[src/rtl/mem_port_arbiter_pkg.sv]
// Shared types and constants for the two-port memory arbiter.
package mem_arb_pkg;

    typedef enum logic [1:0] {
        IDLE   = 2'd0,
        ACCESS = 2'd1,
        WAIT   = 2'd2,
        DONE   = 2'd3
    } arb_state_e;

    localparam logic GNT_CPU = 1'b0;
    localparam logic GNT_LDR = 1'b1;

    localparam int WAIT_CYCLES_MIN = 0;
    localparam int WAIT_CYCLES_MAX = 15;
    localparam int WCNT_W          = 4;

endpackage

[src/rtl/mem_port_arbiter_if.sv]
// One requester port of the arbiter: request fields in, read data and ready pulse out.
interface mem_port_arbiter_if #(parameter int ADDR_W = 32);
    logic              req;
    logic              we;
    logic [ADDR_W-1:0] addr;
    logic [31:0]       wdata;
    logic [31:0]       rdata;
    logic              ready;

    modport master (output req, we, addr, wdata, input rdata, ready);
    modport slave  (input req, we, addr, wdata, output rdata, ready);
endinterface

[src/rtl/mem_port_arbiter_wait_counter.sv]
// Down-counter that times the WAIT state; zero flags the last wait cycle.
module mem_wait_counter
    import mem_arb_pkg::*;
(
    input  logic              clk,
    input  logic              reset,
    input  logic              load,
    input  logic [WCNT_W-1:0] load_val,
    input  logic              dec,
    output logic              zero
);
    logic [WCNT_W-1:0] cnt;

    always_ff @(posedge clk) begin
        if (!reset)    cnt <= '0;
        else if (load) cnt <= load_val;
        else if (dec)  cnt <= cnt - 1'b1;
    end

    assign zero = (cnt == '0);
endmodule

[src/rtl/mem_port_arbiter.sv]
// Two-port (core / program loader) arbiter onto a single-ported memory.
// Define ARB_ROUND_ROBIN_EN for alternating grants; default is loader-first fixed priority.
module mem_port_arbiter
    import mem_arb_pkg::*;
#(
    parameter int WAIT_CYCLES = 1,
    parameter int ADDR_W      = 32
) (
    input  logic               clk,
    input  logic               reset,
    mem_port_arbiter_if.slave  cpu,
    mem_port_arbiter_if.slave  ldr,
    output logic               cpu_stall,
    output logic               mem_en,
    output logic               mem_we,
    output logic [ADDR_W-1:0]  mem_addr,
    output logic [31:0]        mem_wdata,
    input  logic [31:0]        mem_rdata
);
    if (WAIT_CYCLES < WAIT_CYCLES_MIN || WAIT_CYCLES > WAIT_CYCLES_MAX) begin : g_bad_wait
        $error("WAIT_CYCLES out of range");
    end

    // Counter is loaded on entry to WAIT, so it starts one below the wait length.
    localparam logic [WCNT_W-1:0] WAIT_LOAD =
        (WAIT_CYCLES > 0) ? WCNT_W'(WAIT_CYCLES - 1) : '0;

    arb_state_e        state;
    logic              gnt_q, gnt_sel;
    logic              we_q;
    logic [ADDR_W-1:0] addr_q;
    logic [31:0]       wdata_q;
    logic [31:0]       cpu_rdata_q, ldr_rdata_q;
    logic              cpu_ready_q, ldr_ready_q;
    logic              cnt_zero, last_cyc;

`ifdef ARB_ROUND_ROBIN_EN
    logic rr_q;
`endif

    always_comb begin
        gnt_sel = GNT_CPU;
        if (cpu.req && ldr.req) begin
`ifdef ARB_ROUND_ROBIN_EN
            gnt_sel = rr_q;
`else
            gnt_sel = GNT_LDR;
`endif
        end else if (ldr.req) begin
            gnt_sel = GNT_LDR;
        end
    end

    // Final memory cycle: mem_rdata is sampled on the edge that ends it.
    assign last_cyc = (state == ACCESS && WAIT_CYCLES == 0) || (state == WAIT && cnt_zero);

    mem_wait_counter u_wait (
        .clk      (clk),
        .reset    (reset),
        .load     (state == ACCESS),
        .load_val (WAIT_LOAD),
        .dec      (state == WAIT && !cnt_zero),
        .zero     (cnt_zero)
    );

    always_ff @(posedge clk) begin
        if (!reset) begin
            state       <= IDLE;
            gnt_q       <= GNT_CPU;
            we_q        <= 1'b0;
            addr_q      <= '0;
            wdata_q     <= '0;
            cpu_rdata_q <= '0;
            ldr_rdata_q <= '0;
            cpu_ready_q <= 1'b0;
            ldr_ready_q <= 1'b0;
            mem_en      <= 1'b0;
            mem_we      <= 1'b0;
`ifdef ARB_ROUND_ROBIN_EN
            rr_q        <= GNT_CPU;
`endif
        end else begin
            cpu_ready_q <= 1'b0;
            ldr_ready_q <= 1'b0;
            case (state)
                IDLE: if (cpu.req || ldr.req) begin
                    gnt_q   <= gnt_sel;
                    we_q    <= gnt_sel ? ldr.we    : cpu.we;
                    addr_q  <= gnt_sel ? ldr.addr  : cpu.addr;
                    wdata_q <= gnt_sel ? ldr.wdata : cpu.wdata;
                    mem_en  <= 1'b1;
                    mem_we  <= gnt_sel ? ldr.we    : cpu.we;
`ifdef ARB_ROUND_ROBIN_EN
                    rr_q    <= ~gnt_sel;
`endif
                    state   <= ACCESS;
                end
                ACCESS:  state <= last_cyc ? DONE : WAIT;
                WAIT:    if (last_cyc) state <= DONE;
                DONE:    state <= IDLE;
                default: state <= IDLE;
            endcase
            if (last_cyc) begin
                mem_en <= 1'b0;
                mem_we <= 1'b0;
                if (gnt_q == GNT_LDR) begin
                    ldr_rdata_q <= mem_rdata;
                    ldr_ready_q <= 1'b1;
                end else begin
                    cpu_rdata_q <= mem_rdata;
                    cpu_ready_q <= 1'b1;
                end
            end
        end
    end

    assign mem_addr  = addr_q;
    assign mem_wdata = wdata_q;
    assign cpu.rdata = cpu_rdata_q;
    assign cpu.ready = cpu_ready_q;
    assign ldr.rdata = ldr_rdata_q;
    assign ldr.ready = ldr_ready_q;
    assign cpu_stall = cpu.req & ~cpu_ready_q;
endmodule

[src/flat_wrapper.sv]
// flat-port wrapper written by rule: the top's interface ports become plain ports
module mem_port_arbiter_flat import mem_arb_pkg::*;
#(
    parameter int WAIT_CYCLES = 1,
    parameter int ADDR_W      = 32
)
  (clk, reset, cpu_stall, mem_en, mem_we, mem_addr, mem_wdata, mem_rdata, cpu_req, cpu_we, cpu_addr, cpu_wdata, cpu_rdata, cpu_ready, ldr_req, ldr_we, ldr_addr, ldr_wdata, ldr_rdata, ldr_ready);
  mem_port_arbiter_if #(.ADDR_W(ADDR_W)) cpu_i ();
  mem_port_arbiter_if #(.ADDR_W(ADDR_W)) ldr_i ();
  input  logic clk;
  input  logic reset;
  output logic cpu_stall;
  output logic mem_en;
  output logic mem_we;
  output logic [ADDR_W-1:0] mem_addr;
  output logic [31:0] mem_wdata;
  input  logic [31:0] mem_rdata;
  input wire logic [$bits(cpu_i.req)-1:0] cpu_req;
  input wire logic [$bits(cpu_i.we)-1:0] cpu_we;
  input wire logic [$bits(cpu_i.addr)-1:0] cpu_addr;
  input wire logic [$bits(cpu_i.wdata)-1:0] cpu_wdata;
  output wire logic [$bits(cpu_i.rdata)-1:0] cpu_rdata;
  output wire logic [$bits(cpu_i.ready)-1:0] cpu_ready;
  input wire logic [$bits(ldr_i.req)-1:0] ldr_req;
  input wire logic [$bits(ldr_i.we)-1:0] ldr_we;
  input wire logic [$bits(ldr_i.addr)-1:0] ldr_addr;
  input wire logic [$bits(ldr_i.wdata)-1:0] ldr_wdata;
  output wire logic [$bits(ldr_i.rdata)-1:0] ldr_rdata;
  output wire logic [$bits(ldr_i.ready)-1:0] ldr_ready;
  assign cpu_i.req = cpu_req;
  assign cpu_i.we = cpu_we;
  assign cpu_i.addr = cpu_addr;
  assign cpu_i.wdata = cpu_wdata;
  assign cpu_rdata = cpu_i.rdata;
  assign cpu_ready = cpu_i.ready;
  assign ldr_i.req = ldr_req;
  assign ldr_i.we = ldr_we;
  assign ldr_i.addr = ldr_addr;
  assign ldr_i.wdata = ldr_wdata;
  assign ldr_rdata = ldr_i.rdata;
  assign ldr_ready = ldr_i.ready;
  mem_port_arbiter #(.WAIT_CYCLES(WAIT_CYCLES), .ADDR_W(ADDR_W)) u_core (.clk(clk), .reset(reset), .cpu(cpu_i), .ldr(ldr_i), .cpu_stall(cpu_stall), .mem_en(mem_en), .mem_we(mem_we), .mem_addr(mem_addr), .mem_wdata(mem_wdata), .mem_rdata(mem_rdata));
endmodule
[config.mk]
export PLATFORM = sky130hd
export DESIGN_NAME = mem_port_arbiter_flat
export DESIGN_NICKNAME = d
export VERILOG_FILES = /design/src/rtl/mem_port_arbiter_pkg.sv /design/src/rtl/mem_port_arbiter_if.sv /design/src/rtl/mem_port_arbiter_wait_counter.sv /design/src/rtl/mem_port_arbiter.sv /design/src/flat_wrapper.sv
export SDC_FILE = /design/constraint.sdc
export NUM_CORES = 1
export LEC_CHECK = 0
export ABC_AREA = 0
export CORE_MARGIN = 5
export CORE_UTILIZATION = 40
export DETAILED_ROUTE_END_ITERATION = 7
export PLACE_DENSITY = 0.86
export SLEW_MARGIN = 0
export SYNTH_ARGS = -nofsm -noshare
export SYNTH_HDL_FRONTEND = slang
export SYNTH_HIERARCHICAL = 1
export SYNTH_SLANG_ARGS = --single-unit
[constraint.sdc]
create_clock -name clk -period 2.2 [get_ports clk]
set_input_delay 0.44 -clock clk [delete_from_list [all_inputs] [get_ports clk]]
set_output_delay 0.44 -clock clk [all_outputs]
set_load 0.005 [all_outputs]
==> results.json, run 1 <==
{
  "cap_violations": 0,
  "fillers": 1139,
  "antenna_found_initial": 0,
  "crit_arrival_ps": 2180,
  "crit_path_max_incr_delay_ps": 410,
  "netSwitchingPower_mw": 2.81,
  "synth-compound-area-share": 0.201,
  "cp_max_fo": 32,
  "vdd_drop_max_mv": 0.608,
  "synth_cell_types": 31,
  "fmax_mhz": 542,
  "p_int_mw": 6.70,
  "grt_start_max_net_pins": 65,
  "drt-vias-per-instance": 4.93,
  "synth_seq_cells": 139,
  "final_cells": 1109,
  "numPortBuffers": 298,
  "path_delay_family": "buffers and inverters",
  "cp-end-kind": "register",
  "ctsHoldBuffers": 0,
  "cts_root_buf": "clkbuf_16",
  "post-route-period-util": 0.838,
  "yosys_warnings": 6,
  "syn-mean-instance-area_um2": 9.43,
  "synth_fa_ha_area_frac": 0.0126,
  "wl_mm": 18.2,
  "drc_errors": 0,
  "gp_congestion": 0.747,
  "area_growth_pct": 62.1,
  "dieHeight_um": 132,
  "synthMuxAreaShare": 0.113,
  "critPathRequiredTime_ps": 2530,
  "p_leak_nw": 4.22,
  "path_cells": "inv_1 > ha_1 > nor3b_1 > buf_4 > nand3_1 > buf_4 > nand2_1 > a21boi_0",
  "clockBufferDepth": 2,
  "whs_ps": 433,
  "cts_buffers": 17,
  "io_pins": 299,
  "vias": 5463,
  "slowest_stage": "dfxtp_1",
  "power.share.switching": 0.296,
  "grt_remaining_overflow": 0,
  "placementRows": 44,
  "grt_setup_unrepaired": "false",
  "clk_latency_ps": 420,
  "cts.clk_slew.worst_paths_ps": 60,
  "final_common_cell": "clkdlybuf4s50_1",
  "sequentialPowerShare": 0.366,
  "crit_path_start_kind": "register",
  "grt_pass1_vias": 5503,
  "ys.flop_type": "dfxtp_1",
  "antenna_cells": 0,
  "drtIter0Drc": 222,
  "yosys.area_share.xor_xnor": 0.00442,
  "layout_common_cells": "295 x clkdlybuf4s50_1, 202 x nand2_1, 139 x dfxtp_1",
  "start_util": 0.408,
  "antenna_left": 0,
  "combPwrFrac": 0.337,
  "syn_area_um2": 5950,
  "setup_tns_ps": 0,
  "cts_resized": 0,
  "clock_power_share": 0.296,
  "path_class": "reg -> reg",
  "finalPower_mw": 9.51,
  "final_util": 0.661,
  "synth_edf_count": 0,
  "routedWlPerCell_um": 16.4,
  "hold_viol": 0,
  "seq_area_frac_synth": 0.468,
  "grt_first_pass_wirelength_mm": 28.5,
  "status": "finished clean",
  "fin_ws_ps": 356,
  "tritoncts": "done",
  "dp_worst_setup_slack_ps": 54.7,
  "synth-simple-area-share": 0.146,
  "finalSetupViolCount": 0,
  "die_area_um2": 17400,
  "dieWidth_um": 132,
  "drive_above_1_share": 0.0541,
  "core_area_um2": 14600,
  "dp.final_hpwl_mm": 13.4,
  "cp_common_cell": "buf_4",
  "first_pass_iters": 6,
  "netlist_instances": 631,
  "track_usage": 0.202,
  "cts_setup_buffers": 0,
  "fin_crit_ps": 1840,
  "fin_area_um2": 9640,
  "cts_sinks": 139,
  "dp_cells": 1077,
  "p_per_area_nw_per_um2": 986,
  "ys_async_sr_fraction": 0,
  "cts-htree-levels": 4,
  "slew_violations": 0,
  "place_area_um2": 9060,
  "crit_buf_inv": 3,
  "fin_skew_ps": 7.19,
  "worst_hold_path_type": "in -> reg",
  "synth_top_family_by_area": "compound AO/OA/AOI/OAI gates",
  "final_nets": 1084
}
## routing by layer
| layer | global-route usage | vias up | share of wire |
|---|---|---|---|
| met1 | 0.223 | 2519 | 0.39 |
| met4 | 0.0703 | 0 | 0.023 |
| met3 | 0.0691 | 28 | 0.079 |
| met2 | 0.361 | 211 | 0.51 |
| met5 | 0 | - | 0 |
| li1 | - | 2705 | - |
## tightest hold or removal path: stages
cell and delay [ps]:
buf_4 160, a22oi_1 100, nor2b_1 100
## power groups by stage
stage	clock (mW)	combinational, mW	sequential (mW)
CTS	2.88	3.25	3.48
global route	2.99	3.48	3.55
detailed placement	0	3.23	3.52
global placement	0	3.16	3.50
floorplan	0	1.42	3.55
finish	2.82	3.21	3.48
## cell families after synthesis
kind of cell    Yosys count
flops                   139
mux                      67
fa+ha+maj                 6
other cells               1
compound gates          140
simple gates            218
xor+xnor                  3
buf+inv                  57
## cells in the mapped netlist, types with 3 or more instances
cell	count	share of area
nand2_1	202	0.13
a21boi_0	65	0.082
nor2b_1	3	0.0032
buf_2	16	0.013
clkbuf_1	21	0.013
ha_1	6	0.013
and2_1	3	0.0032
inv_1	5	0.0032
a21oi_1	3	0.0025
o211a_1	64	0.11
buf_6	10	0.019
nor2_1	4	0.0025
mux2i_1	67	0.11
dfxtp_1	139	0.47
o21ai_0	4	0.0034
## registers in the layout, indices dropped and copies added, names as in the netlist
signal / flops
u_core/cpu.rdata: 32
u_core/cpu.ready: 1
u_core/gnt_q: 1
u_core/ldr.rdata: 32
u_core/ldr.ready: 1
u_core/mem_addr: 32
u_core/mem_en: 1
u_core/mem_wdata: 32
u_core/mem_we: 1
u_core/state: 2
u_core/u_wait/cnt: 4
## final cells by class
type                       count  area (um2)  area share
clock buffer                  18         439      0.0455
inverter                       5        18.8     0.00195
clock inverter                14         145      0.0150
sequential                   139        2780       0.289
multi-input combinational    438        2860       0.297
timing repair buffer         311        3170       0.328
tap                          184         230      0.0239
## worst paths after layout
kind | startpoint | end | slack, ps | cells past startpoint
worst min-delay path | ldr_req | u_core/gnt_q$_SDFFE_PN0P_ | 430 | 3
worst max-delay path | u_core/u_wait/cnt[0]$_SDFFE_PN0P_ | u_core/ldr.rdata[18]$_SDFFE_PN0P_ | 360 | 8
worst min register to register | u_core/cpu.rdata[13]$_SDFFE_PN0P_ | u_core/cpu.rdata[13]$_SDFFE_PN0P_ | 460 | 2
worst max register to register | u_core/u_wait/cnt[0]$_SDFFE_PN0P_ | u_core/ldr.rdata[18]$_SDFFE_PN0P_ | 360 | 8
No activity file was read; power rests on OpenSTA's default activity.
==> run 2: changes to the inputs <==
clock period = 1.8 ns   (was 2.2 ns; I/O delays follow)
==> run 2 against run 1 <==
Net effect:
- register-to-register slack lost 230 ps
- first-iteration DRC count shrank 21%
- die area is the same
- clock-buffer cell count grew 4
- clock skew grew 4.0 ps
- core utilization grew 1.5 points
- final cell count grew 0.90%
- critical path depth shrank 6
==> results.json, run 2 (synthesis results as in run 1) <==
{
  "antenna_cells": 0,
  "holdPathEnd": "u_core/mem_wdata[29]$_SDFFE_PN0P_",
  "grt_pass1_vias": 5396,
  "layout_common_cells": "295 x clkdlybuf4s50_1, 202 x nand2_1, 138 x dfxtp_1",
  "clockBufferDepth": 2,
  "final_util": 0.676,
  "antenna_found_initial": 0,
  "drc_errors": 0,
  "rr_worst_depth": 8,
  "drtIter0Drc": 175,
  "cts_buffers": 17,
  "ctsHoldBuffers": 0,
  "grt_start_max_net_pins": 60,
  "status": "finished clean",
  "start_util": 0.408,
  "crit_arrival_ps": 1360,
  "p_leak_nw": 4.33,
  "cts-htree-levels": 4,
  "slowest_stage": "clkdlybuf4s50_1",
  "cp-end-kind": "output port",
  "gp_congestion": 0.781,
  "antenna_left": 0,
  "core_area_um2": 14600,
  "first_pass_iters": 4,
  "die_area_um2": 17400,
  "min_from": "reset",
  "post-route-period-util": 0.955,
  "cts.clk_slew.worst_paths_ps": 60,
  "area_growth_pct": 65.8,
  "finalSetupViolCount": 0,
  "fmax_mhz": 582,
  "io_pins": 299,
  "fillers": 1125,
  "final_nets": 1094,
  "cts_sinks": 139,
  "vdd_drop_max_mv": 0.740,
  "timing.rr.end": "u_core/ldr.rdata[26]$_SDFFE_PN0P_",
  "numPortBuffers": 298,
  "path_class": "reg -> out",
  "dieHeight_um": 132,
  "hold_viol": 0,
  "regArea_um2": 2780,
  "wl_mm": 18.0,
  "fin_crit_ps": 1720,
  "routedWlPerCell_um": 16.1,
  "slew_violations": 0,
  "reg2reg_slack_ps": 130,
  "p_per_area_nw_per_um2": 1250,
  "cts_root_buf": "clkbuf_16",
  "crit_buf_inv": 1,
  "finalPower_mw": 12.3,
  "vias": 5501,
  "track_usage": 0.197,
  "cts_setup_buffers": 0,
  "grt_setup_unrepaired": "false",
  "grt_first_pass_wirelength_mm": 28.0,
  "final_common_cell": "clkdlybuf4s50_1",
  "clk_latency_ps": 410,
  "worst_hold_path_type": "in -> reg",
  "dp.final_hpwl_mm": 13.4,
  "path_delay_family": "buffers and inverters",
  "fin_skew_ps": 11.2,
  "crit_path_start_kind": "register",
  "drive_above_1_share": 0.0674,
  "grt_remaining_overflow": 0,
  "drt-vias-per-instance": 4.92,
  "dieWidth_um": 132,
  "path_cells": "nor2b_1 > clkdlybuf4s50_1",
  "cap_violations": 0,
  "tritoncts": "done",
  "setup_tns_ps": 0,
  "hold-path-cell-count": 2,
  "multi_input_area_um2": 2880,
  "crit_path_max_incr_delay_ps": 530,
  "placementRows": 44,
  "cp_max_fo": 2,
  "regToRegStartpoint": "u_core/u_wait/cnt[1]$_SDFFE_PN0P_",
  "critPathRequiredTime_ps": 1440
}
-- run 2: cell types whose count changed in the layout (fill, tap and decap cells not counted), moves of 3 or more --
cell / change
clkinvlp_4: -3
a21boi_0: -15
bufinv_16: +4
buf_4: +7
clkinv_2: -3
a21boi_1: +15
-- run 2: worst max path at each step --
stage,slack (ps),cells after the start,from,end
after floorplan,120,8,u_core/u_wait/cnt[0]$_SDFFE_PN0P_,u_core/cpu.rdata[10]$_SDFFE_PN0P_
after global placement,-190,3,cpu_req,cpu_stall
after detailed placement,-170,3,cpu_req,cpu_stall
after CTS,20,7,u_core/u_wait/cnt[1]$_SDFFE_PN0P_,u_core/u_wait/cnt[3]$_SDFFE_PN0P_
after global routing,5,2,u_core/cpu.ready$_SDFF_PN0_,cpu_stall
final,80,2,u_core/cpu.ready$_SDFF_PN0_,cpu_stall
-- run 2: metrics by stage --
step / hold slack (ps) / cell area [um2] / std cells / setup WS (ps)
floorplan: 452 / 5960 / 634 / 117
global placement: 447 / 9130 / 1086 / -187
detailed placement: 455 / 9130 / 1086 / -171
CTS: 350 / 9810 / 1118 / 21.6
global route: 371 / 9870 / 1119 / 4.53
finish: 366 / 9870 / 1119 / 81.7
-- run 2: where the power goes --
part,switching (mW),internal [mW]
Combinational,1.67,2.38
Sequential,0.440,3.83
Clock,1.29,2.72
Total,3.41,8.93
-- run 2: layout make-up --
| cell class | count | share of cell area |
|---|---|---|
| timing repair buffer | 321 | 0.331 |
| multi-input combinational | 438 | 0.292 |
| sequential | 139 | 0.282 |
| clock buffer | 22 | 0.0481 |
| tap | 184 | 0.0233 |
| clock inverter | 10 | 0.0213 |
| inverter | 5 | 0.00190 |
-- run 2: what timing repair did --
action,in CTS,in global routing
gates cloned,0,1
endpoints found under the setup margin,3,39
resized for setup,2,24
-- run 2: layer usage --
metal / global-route usage / share of wire
met5: 0 / 0
met4: 0.0611 / 0.0094
met3: 0.0645 / 0.087
met2: 0.349 / 0.52
met1: 0.223 / 0.39
==> run 3: changes to the inputs <==
--- a/config.mk
+++ b/config.mk
@@ -7,8 +7,10 @@
 export LEC_CHECK = 0
 export ABC_AREA = 0
+export CELL_PAD_IN_SITES_DETAIL_PLACEMENT = 0
+export CELL_PAD_IN_SITES_GLOBAL_PLACEMENT = 1
 export CORE_MARGIN = 5
-export CORE_UTILIZATION = 40
+export CORE_UTILIZATION = 29
 export DETAILED_ROUTE_END_ITERATION = 7
-export PLACE_DENSITY = 0.86
+export PLACE_DENSITY = 0.87
 export SLEW_MARGIN = 0
 export SYNTH_ARGS = -nofsm -noshare
==> constraint.sdc (replaced) <==
create_clock -name clk -period 1.8 [get_ports clk]
set_input_delay 0.18 -clock clk [delete_from_list [all_inputs] [get_ports clk]]
set_output_delay 0.18 -clock clk [all_outputs]
set_load 0.005 [all_outputs]
==> run 3 against run 2 <==
Net effect:
- register-to-register slack barely moved
- clock-buffer cell count fell by 5
- via count fell by 2.1%
- clock power fell by 11%
- sequential share of layout area barely moved
- combinational power barely moved
- worst hold slack got worse by 120 ps
- critical path depth rose by 6
- flip-flop and latch count did not move
- first-iteration DRC count fell by 34%
==> results.json, run 3 (synthesis results as in run 1) <==
{
  "finalSetupViolCount": 0,
  "placementRows": 52,
  "antenna_found_initial": 1,
  "cap_violations": 0,
  "core_area_um2": 20200,
  "tritoncts": "done",
  "dieHeight_um": 153,
  "setup_tns_ps": 0,
  "drive_above_1_share": 0.0572,
  "grt_start_max_net_pins": 76,
  "path_class": "reg -> reg",
  "status": "finished clean",
  "numPortBuffers": 298,
  "sequentialPowerShare": 0.358,
  "regArea_um2": 2780,
  "crit_path_start_kind": "register",
  "dr.max_layer_used": "met4",
  "cts_setup_buffers": 0,
  "wl_mm": 18.2,
  "p_int_mw": 8.41,
  "path_cells": "inv_1 > ha_1 > nor3b_4 > buf_4 > and3_1 > buf_12 > nand2_1 > a21boi_0",
  "grt_first_pass_wirelength_mm": 27.6,
  "cp-end-kind": "register",
  "drc_errors": 0,
  "timing.rr.end": "u_core/ldr.rdata[1]$_SDFFE_PN0P_",
  "slowest_stage": "dfxtp_1",
  "drtIter0Drc": 116,
  "crit_cells": 8,
  "fin_skew_ps": 6.91,
  "crit_path_max_incr_delay_ps": 340,
  "start_util": 0.294,
  "combPwrFrac": 0.341,
  "p_per_area_nw_per_um2": 1200,
  "vdd_drop_max_mv": 0.630,
  "post-route-period-util": 0.931,
  "power.share.switching": 0.291,
  "clock_power_share": 0.301,
  "final_common_cell": "clkdlybuf4s50_1",
  "routed-wl-met2_mm": 8.31,
  "crit_arrival_ps": 2010,
  "hold_viol": 0,
  "cts_sinks": 139,
  "grt_pass1_vias": 5311,
  "met3_length_mm": 1.86,
  "cts_resized": 0,
  "fillers": 1910,
  "slew_violations": 0,
  "routedWlPerCell_um": 15.2,
  "worstSetupStartpoint": "u_core/u_wait/cnt[1]$_SDFFE_PN0P_",
  "clockBufferDepth": 2,
  "cts-htree-levels": 4,
  "fmax_mhz": 597,
  "first_pass_iters": 6,
  "fin_crit_ps": 1680,
  "grt_setup_unrepaired": "false",
  "vias": 5387,
  "ctsHoldBuffers": 0,
  "cp_max_fo": 33,
  "critPathRequiredTime_ps": 2130,
  "reg2reg_slack_ps": 120,
  "antenna_left": 0,
  "clk_latency_ps": 420,
  "dp.final_hpwl_mm": 13.3,
  "area_growth_pct": 65.7,
  "multi_input_area_um2": 2880,
  "drt-vias-per-instance": 4.50,
  "cts.clk_slew.worst_paths_ps": 60,
  "whs_ps": 246,
  "io_pins": 299,
  "regToRegStartpoint": "u_core/u_wait/cnt[1]$_SDFFE_PN0P_",
  "worst_hold_path_type": "in -> reg",
  "cts_root_buf": "clkbuf_16",
  "path_delay_family": "simple AND/OR/NAND/NOR gates",
  "crit_end": "u_core/ldr.rdata[1]$_SDFFE_PN0P_",
  "met1Wirelength_mm": 7.74,
  "cts_buffers": 17,
  "dieWidth_um": 153,
  "layout_common_cells": "296 x clkdlybuf4s50_1, 202 x nand2_1, 139 x dfxtp_1",
  "p_leak_nw": 4.26,
  "grt_remaining_overflow": 0,
  "final_nets": 1087,
  "crit_buf_inv": 3,
  "track_usage": 0.145,
  "gp_congestion": 0.756,
  "die_area_um2": 23500,
  "rr_worst_depth": 8,
  "netSwitchingPower_mw": 3.46
}
## run 3: through the flow
step	util	power, mW	setup slack, ps	cell area, um2	instances
2_1_floorplan	-	6.08	117	5960	634
3_3_place_gp	0.456	8.28	179	9230	1165
3_5_place_dp	0.456	8.33	82.5	9230	1165
4_1_cts	0.485	12.0	48.7	9820	1195
5_1_grt	0.487	12.6	7.33	9860	1197
6_report	0.487	11.9	125	9860	1197
## run 3: area by class of cell
| cell class | count | share of cell area |
|---|---|---|
| clock buffers | 17 | 0.0431 |
| diodes | 1 | 0.000254 |
| inverters | 5 | 0.00190 |
| flip-flops and latches | 139 | 0.282 |
| well taps | 270 | 0.0343 |
| clock inverters | 13 | 0.0170 |
| multi-input cells | 438 | 0.292 |
| repair buffers | 314 | 0.330 |
## run 3: per-layer routing
layer  vias up  track usage
li1       2707            -
met1      2443        0.169
met2       217        0.238
met3        20       0.0650
met4         0       0.0501
met5         -            0
## run 3: worst min-delay path: cells and delay by family
kind	cells	cell delay, ps
AOI/OAI and AO/OA	1	120
buffers and inverters	1	220
and+or+nand+nor	1	90
## run 3: power groups by stage
stage               Sequential [mW]  Clock [mW]  Combinational, mW
finish                         4.25        3.57               4.05
global route                   4.35        3.78               4.42
CTS                            4.24        3.66               4.06
detailed placement             4.29           0               4.03
global placement               4.27           0               4.01
floorplan                      4.34           0               1.73
## run 3: how the worst min path moves through the flow
stage | startpoint | endpoint | slack (ps) | cells past startpoint
2_1_floorplan | reset | u_core/u_wait/cnt[0]$_SDFFE_PN0P_ | 300 | 1
3_3_place_gp | u_core/cpu.rdata[2]$_SDFFE_PN0P_ | u_core/cpu.rdata[2]$_SDFFE_PN0P_ | 450 | 2
3_5_place_dp | u_core/ldr.rdata[15]$_SDFFE_PN0P_ | u_core/ldr.rdata[15]$_SDFFE_PN0P_ | 460 | 2
4_1_cts | ldr_req | u_core/gnt_q$_SDFFE_PN0P_ | 230 | 3
5_1_grt | ldr_req | u_core/gnt_q$_SDFFE_PN0P_ | 250 | 3
6_report | ldr_req | u_core/gnt_q$_SDFFE_PN0P_ | 250 | 3
